--- src/rtl/tone_sched_ctrl.sv ---
// tone_sched_ctrl: two-track piezo tone scheduler.
// Grants the piezo to one of two tracks at a time. Each tone lasts DUR_MS ticks and is
// followed by a GAP_MS-tick silence. When both tracks request at once, round-robin
// arbitration picks the winner.
// Optional feature: define TONE_SCHED_QUEUE_EN to keep one pending request bit per track.
// With the bit, requests that arrive while busy, and tie losers, are served later.
// Without it, such requests are dropped.
module tone_sched_ctrl #(
    parameter int unsigned DUR_MS  = 100,
    parameter int unsigned GAP_MS  = 10,
    parameter int unsigned NOTE_T1 = 95555,
    parameter int unsigned NOTE_T2 = 85131
) (
    input  logic        clk,
    input  logic        rst,
    input  logic        i_tick,
    input  logic [1:0]  i_req,
    output logic        o_play_en,
    output logic [31:0] o_cnt_limit,
    output logic [1:0]  o_grant,
    output logic        o_busy,
    output logic        o_done
);

    // Terminal counts; GapLast is unused when GAP_MS is 0 because GAP is never entered.
    localparam logic [15:0] DurLast = 16'(DUR_MS - 1);
    localparam logic [15:0] GapLast = (GAP_MS == 0) ? 16'd0 : 16'(GAP_MS - 1);
    localparam bit          GapEn   = (GAP_MS != 0);

    typedef enum logic [1:0] {
        StIdle,
        StPlay,
        StGap
    } state_e;

    state_e      state_q, state_d;
    logic [15:0] cnt_q, cnt_d;
    logic        last_t2_q, last_t2_d;   // 1: Track 2 was granted last
    logic        play_en_q, play_en_d;
    logic [31:0] limit_q, limit_d;
    logic [1:0]  grant_q, grant_d;
    logic        busy_q, busy_d;
    logic        done_q, done_d;

    logic [1:0]  req_eff;
    logic [1:0]  win;

`ifdef TONE_SCHED_QUEUE_EN
    logic [1:0]  pend_q, pend_d;
    logic [1:0]  grant_now;

    assign req_eff = i_req | pend_q;

    // Pending bits: merge new requests and clear the one served this cycle.
    always_comb begin
        grant_now = (state_q == StIdle) ? win : 2'b00;
        pend_d    = (pend_q | i_req) & ~grant_now;
    end

    // Pending storage register.
    always_ff @(posedge clk) begin
        if (rst) begin
            pend_q <= 2'b00;
        end else begin
            pend_q <= pend_d;
        end
    end
`else
    assign req_eff = i_req;
`endif

    // Round-robin winner: on a tie, the track not granted last wins.
    always_comb begin
        win = req_eff;
        if (req_eff == 2'b11) begin
            win = last_t2_q ? 2'b01 : 2'b10;
        end
    end

    // Next-state and registered-output logic.
    always_comb begin
        state_d   = state_q;
        cnt_d     = cnt_q;
        last_t2_d = last_t2_q;
        play_en_d = play_en_q;
        limit_d   = limit_q;
        grant_d   = grant_q;
        done_d    = 1'b0;

        unique case (state_q)
            StIdle: begin
                // Counter is held clear so an entry-cycle tick is never counted.
                cnt_d = 16'd0;
                if (win != 2'b00) begin
                    state_d   = StPlay;
                    play_en_d = 1'b1;
                    grant_d   = win;
                    limit_d   = win[0] ? 32'(NOTE_T1) : 32'(NOTE_T2);
                    last_t2_d = win[1];
                end
            end
            StPlay: begin
                if (i_tick) begin
                    if (cnt_q == DurLast) begin
                        cnt_d     = 16'd0;
                        done_d    = 1'b1;
                        play_en_d = 1'b0;
                        limit_d   = 32'd0;
                        grant_d   = 2'b00;
                        state_d   = GapEn ? StGap : StIdle;
                    end else begin
                        cnt_d = cnt_q + 16'd1;
                    end
                end
            end
            StGap: begin
                if (i_tick) begin
                    if (cnt_q == GapLast) begin
                        cnt_d   = 16'd0;
                        state_d = StIdle;
                    end else begin
                        cnt_d = cnt_q + 16'd1;
                    end
                end
            end
            default: begin
                state_d   = StIdle;
                cnt_d     = 16'd0;
                play_en_d = 1'b0;
                limit_d   = 32'd0;
                grant_d   = 2'b00;
            end
        endcase

        busy_d = (state_d != StIdle);
    end

    // State and output registers; reset overrides any request in the same cycle.
    always_ff @(posedge clk) begin
        if (rst) begin
            state_q   <= StIdle;
            cnt_q     <= 16'd0;
            last_t2_q <= 1'b1;
            play_en_q <= 1'b0;
            limit_q   <= 32'd0;
            grant_q   <= 2'b00;
            busy_q    <= 1'b0;
            done_q    <= 1'b0;
        end else begin
            state_q   <= state_d;
            cnt_q     <= cnt_d;
            last_t2_q <= last_t2_d;
            play_en_q <= play_en_d;
            limit_q   <= limit_d;
            grant_q   <= grant_d;
            busy_q    <= busy_d;
            done_q    <= done_d;
        end
    end

    assign o_play_en   = play_en_q;
    assign o_cnt_limit = limit_q;
    assign o_grant     = grant_q;
    assign o_busy      = busy_q;
    assign o_done      = done_q;

endmodule

--- config.mk ---
export PLATFORM = sky130hd
export DESIGN_NAME = tone_sched_ctrl
export DESIGN_NICKNAME = d
export VERILOG_FILES = /design/src/rtl/tone_sched_ctrl.sv
export SDC_FILE = /design/constraint.sdc
export NUM_CORES = 1
export LEC_CHECK = 0
export CORE_UTILIZATION = 40
export DETAILED_ROUTE_END_ITERATION = 8
export GPL_ROUTABILITY_DRIVEN = 0
export PLACE_DENSITY = 0.78
export SYNTH_ARGS = -nofsm -noshare
export SYNTH_HDL_FRONTEND = slang
export SYNTH_SLANG_ARGS = --single-unit
--- constraint.sdc ---
create_clock -name clk -period 2.3 [get_ports clk]
set_clock_uncertainty 0.05 [all_clocks]
set_input_delay 0.46 -clock clk [delete_from_list [all_inputs] [get_ports clk]]
set_output_delay 0.46 -clock clk [all_outputs]
set_load 0.005 [all_outputs]
**Word level (Yosys, flattened, before mapping)**

Cells that the tools add are included.

- Register bits: 56
- Memory bits (read-only): 0
- Input port bits: 5
- Latch bits: 0
- Memories: 0
- Logic and storage cells: 55
- Output and inout bits: 37
- Bits in writable memories: 0

- Magnitude comparators: 0
- Bitwise operators: 3
- Reduce and logical (&&, ||, !) cells: 7
- Multiplexer cells: 27
- $mul: 0
- Equality and inequality tests: 9
- Divide/modulo/power cells: 0
- Shift-type cells: 0
- $add $sub $neg: 1

Operator list:

| kind | count |
|---|---|
| $mux 32 | 3 |
| $pmux 32 s3 | 1 |
| $mux 16 | 4 |
| $pmux 16 s2 | 1 |
| $mux 2 | 10 |
| $add 16x1->16 const B | 1 |
| $eq 16x4->1 const B | 1 |
| $eq 16x7->1 const B | 1 |
| $mux 14 | 1 |
| $pmux 2 s3 | 2 |
| $ne 2x2->1 const B | 4 |
| $eq 2x2->1 const B | 2 |
| $mux 1 | 4 |
| $reduce_and 2->1 | 2 |
| $reduce_and 4->1 | 1 |
| $reduce_bool 2->1 | 2 |
| $not 1->1 | 3 |
| $pmux 1 s3 | 1 |
| $reduce_or 3->1 | 1 |
| $eq 2x1->1 const B | 1 |
| $logic_not 2->1 | 1 |

**Logic depth before layout (Yosys ltp)**

- Depth after elaboration: 6
- Depth in mapped cells: 9
- Gate-level depth less buffers: 7

**Worst setup path after synthesis**

Ideal clock, no wire load.

- Path kind: register -> register
- Start point: reg cnt_q[13]
- End point: reg limit_q[11] (netlist: o_cnt_limit[11])
- Period minus slack after synthesis: 2.313 ns
- Path buffers: 0
- Cell stages (with the launch flop): 6
- Arrival time: 2.193 ns
- Path slack: -0.013 ns
- Setup time: 0.070 ns
- Path through: dfxtp_1 or4_4 or4_1 a221o_1 a211o_1 a21oi_1

- Longest elaborated chain between the ends: 3

RTL lines:

| item | line | RTL |
|---|---|---|
| start: declaration | 37 | `logic [15:0] cnt_q, cnt_d;` |
| start signal: assignment | 151 | `cnt_q <= cnt_d;` |
| $eq 16x7->1 | 104 | `if (cnt_q == DurLast) begin` |
| $ne 2x2->1 (no line) | n/a |  |
| $reduce_and 4->1 (no line) | n/a |  |
| end signal: assignment | 154 | `limit_q <= limit_d;` |
| end: declaration | 40 | `logic [31:0] limit_q, limit_d;` |

No other way between the ends.
A chain may end at the register's enable or synchronous reset.

**Worst setup path in the final report**

- Start point: reg cnt_q[13]
- End point: reg cnt_q[4]

- Longest elaborated chain between the ends: 4
- Elaborated cells on any way between the ends: 7

RTL lines:

| item | line | RTL |
|---|---|---|
| $eq 16x4->1 / $eq 16x7->1 (equally long branches) | 118, 104 |  |
| $mux 16 (on tied branches) | 118, 104 |  |
| $mux 16 (on tied branches) | 117, 103 |  |
| $pmux 16 s2 (*) | 90 | `unique case (state_q)` |

Every way passes the cells marked *; elsewhere a longest branch is shown, timed or not. The select of a mux whose other input is x is not followed.

==> flow_summary_export.csv <==
group,metric,value,unit
power_and_ir_drop,ir_drop,0.3604,mV
floorplanning,io_pins,42,
sta,fmax,436.1,MHz
layout,diodes,0,
critical_path,r2r_start,"cnt_q[13]",
synthesis,synth_warnings,0,
clock_network,cts_made_buffers,3,
route,vias_per_cell,5.034,
clock_network,clk_pin_slew_worst_paths,0.09,ns
critical_path,startpoint_type,"flip-flop",
critical_path,critPathKind,"reg2reg",
clock_network,hold_buffers,0,
global_route,grt_max_degree,15,
clock_network,cts_sinks,25,
route,wl_per_cell,11.58,um
synthesis,synth-edff-count,0,
sta,hold_violations,0,
critical_path,r2r_setup_slack,0.007,ns
critical_path,cp_slowest_cell,"or4_2",
placement,place_inst,262,
critical_path,worst_ep_required_time,2.41,ns
layout,num-fill-cells,366,
layout,drive_above_1_share,0.1697,
sta,finalWorstSetupSlack,0.007108,ns
power_and_ir_drop,pwr_density_cell,492.2,nW/um^2
synthesis,async_reset_ff_frac,0,
floorplanning,die_y,64.31,um
clock_network,h-tree-depth,1,
critical_path,ff2ff_path_depth,6,
layout,utilization,0.5051,
critical_path,path_max_fanout,6,
floorplanning,die_w,64.31,um
route,first_iter_violations,56,
clock_network,cts_tree,"yes",
sta,setup_tns,0,ns
placement,hpwl,2.328,mm
clock_network,clk_latency,0.27,ns
sta,post-route-min-period,2.293,ns
synthesis,yosysSeqAreaShare,0.3223,
floorplanning,core_area,3689,um^2
layout,nets,230,
power_and_ir_drop,pwr-share-clk,0.287,
power_and_ir_drop,combPwrFrac,0.209,
synthesis,syn-cell-area,1553,um^2
floorplanning,start_util,0.4210,
run,drv_cap,0,
power_and_ir_drop,power_switching_share,0.2646,
run_status,status,"completed",
global_route,grt_antenna_before_repair,0,
critical_path,critPathTopFamily,"simple AND/OR/NAND/NOR gates",
sta,drv_slew,0,
placement,port_buffers,21,
worst_hold_path,hold_path_class,"reg2reg",
clock_network,cts-root-buf,"clkbuf_8",
critical_path,worstSetupEndpointType,"flip-flop",
synthesis,synth_ff_type,"dfxtp_1",
synthesis,ys_types,44,
route,wirelength,3.081,mm
power_and_ir_drop,p_leak,0.0007119,uW
sta,finalSetupViolCount,0,
sta,period_share,0.9969,
global_route,grt_pass1_vias,1139,
critical_path,path_cells,"or4_4, or4_2, nand2_1, a311o_1, buf_4, nor2_1",
global_route,grtUsageTotal,0.1536,
power_and_ir_drop,p_int,674.3,uW
critical_path,max_stage_delay,0.72,ns
clock_network,post-cts-setup-buffers,0,
global_route,grt_overflow,0,
worst_hold_path,hold_path_depth,2,
critical_path,r2r_end,"cnt_q[4]",
layout,layout_commonest_cell,"nor2_1",
floorplanning,die_area,4135,um^2
layout,stdcell_count,266,
critical_path,crit_buf_inv,1,
placement,place_ws,-0.4172,ns
floorplanning,rows,22,
power_and_ir_drop,switchingPower,242.7,uW
synthesis,synth_cells,189,
route,ant_nets,0,
route,drc,0,
layout,mostFrequentLayoutCells,"nor2_1, dfxtp_1, conb_1, clkdlybuf4s50_1, buf_4",
global_route,grt_pass1_wl,5.009,mm
worst_hold_path,hp-start,"o_grant[1]",
route,vias,1339,
clock_network,clock_path_buffers,2,
synthesis,avgSynthCellArea,8.216,um^2
route,dr.pass1.iters,7,
power_and_ir_drop,total_power,916.9,uW
power_and_ir_drop,p_seq_frac,0.504,
critical_path,arrival,2.40,ns
worst_hold_path,holdPathEnd,"o_grant[1]",
synthesis,ys_ff_latch,25,
layout,area_growth,19.98,%
sta,rsz0062_at_grt,"yes",
worst max path at each step:
stage | startpoint | end | slack [ns] | depth (start not counted)
after floorplan | cnt_q[13] | o_cnt_limit[11] | 0.02 | 5
after global placement | i_tick | o_cnt_limit[11] | -0.38 | 6
after detailed placement | i_tick | o_cnt_limit[11] | -0.42 | 6
after CTS | cnt_q[11] | o_cnt_limit[11] | -0.02 | 5
after global routing | cnt_q[13] | cnt_q[0] | -0.06 | 6
final | cnt_q[13] | cnt_q[4] | 0.007 | 6
Yosys cell counts (2+ instances only):
master / n / share of area
buf_4: 32 / 0.15
nor2_1: 26 / 0.063
dfxtp_1: 25 / 0.32
nand2_1: 13 / 0.031
nand3_1: 9 / 0.029
xnor2_1: 8 / 0.045
a21oi_1: 7 / 0.023
ha_1: 6 / 0.048
inv_1: 6 / 0.015
nor3_1: 5 / 0.016
a31oi_1: 4 / 0.016
nand4_1: 4 / 0.016
a211o_1: 3 / 0.017
xor2_1: 3 / 0.017
and3_1: 2 / 0.0081
mux2i_1: 2 / 0.013
nand2b_1: 2 / 0.0081
nor3b_1: 2 / 0.0097
nor4_1: 2 / 0.0081
o21ai_0: 2 / 0.0064
or3b_2: 2 / 0.011
or4_1: 2 / 0.0097
flip-flops by register name, indices dropped and copies added, names as in the netlist:
signal,cells
state_q,2
o_busy,1
o_grant,2
last_t2_q,1
o_done,1
o_cnt_limit,2
cnt_q,16
power by group through the flow:
stage                     clock network (uW)  logic (uW)  registers, uW
final                                    263         192            462
after global routing                     285         209            465
after CTS                                271         190            462
after detailed placement                   0         186            473
after global placement                     0         183            472
after floorplan                            0         142            471
cell families (layout without fill, tap and decap cells):
| logic type | count (synthesis) | count (layout) | synth area share |
|---|---|---|---|
| compound gates | 24 | 24 | 0.1072 |
| xor+xnor | 11 | 11 | 0.06205 |
| fa+ha+maj | 6 | 6 | 0.04835 |
| buf+inv | 41 | 51 | 0.1805 |
| flops | 25 | 25 | 0.3223 |
| mux | 2 | 2 | 0.01289 |
| other cells | 1 | 20 | 0.002415 |
| simple gates | 79 | 79 | 0.2643 |
stage by stage:
| stage | cell area, um^2 | hold WS (ns) |
|---|---|---|
| after floorplan | 1624 | 0.4027 |
| after global placement | 1787 | 0.3981 |
| after detailed placement | 1787 | 0.4093 |
| after CTS | 1852 | 0.4222 |
| after global routing | 1863 | 0.4630 |
| final | 1863 | 0.4143 |
cell type report:
cell class,instances,area [um^2],share of cell area
inverters,6,22.52,0.01209
flip-flops and latches,25,504.2,0.2707
clock buffers,3,41.29,0.02216
repair buffers,41,362.8,0.1948
clock inverters,1,5.005,0.002686
multi-input cells,142,867.1,0.4654
well taps,48,60.06,0.03224
worst reg2reg max path: stages (launching register included):
cell and delay (ns):
dfxtp_1 0.32, or4_4 0.55, or4_2 0.72, nand2_1 0.14
a311o_1 0.19, buf_4 0.15, nor2_1 0.06
routing by layer:
layer / track usage / up-vias / part of all wire
li1: - / 666 / -
met2: 0.2553 / 43 / 0.48
met1: 0.1946 / 625 / 0.45
met5: 0 / - / 0
met3: 0.03929 / 5 / 0.057
met4: 0.04167 / 0 / 0.010
timing repair:
action                                  CTS  global route
endpoints found under the setup margin    6            21
pin swaps                                 5             1
gates resized for setup                   7             3
(Power assumes the default switching activity.)
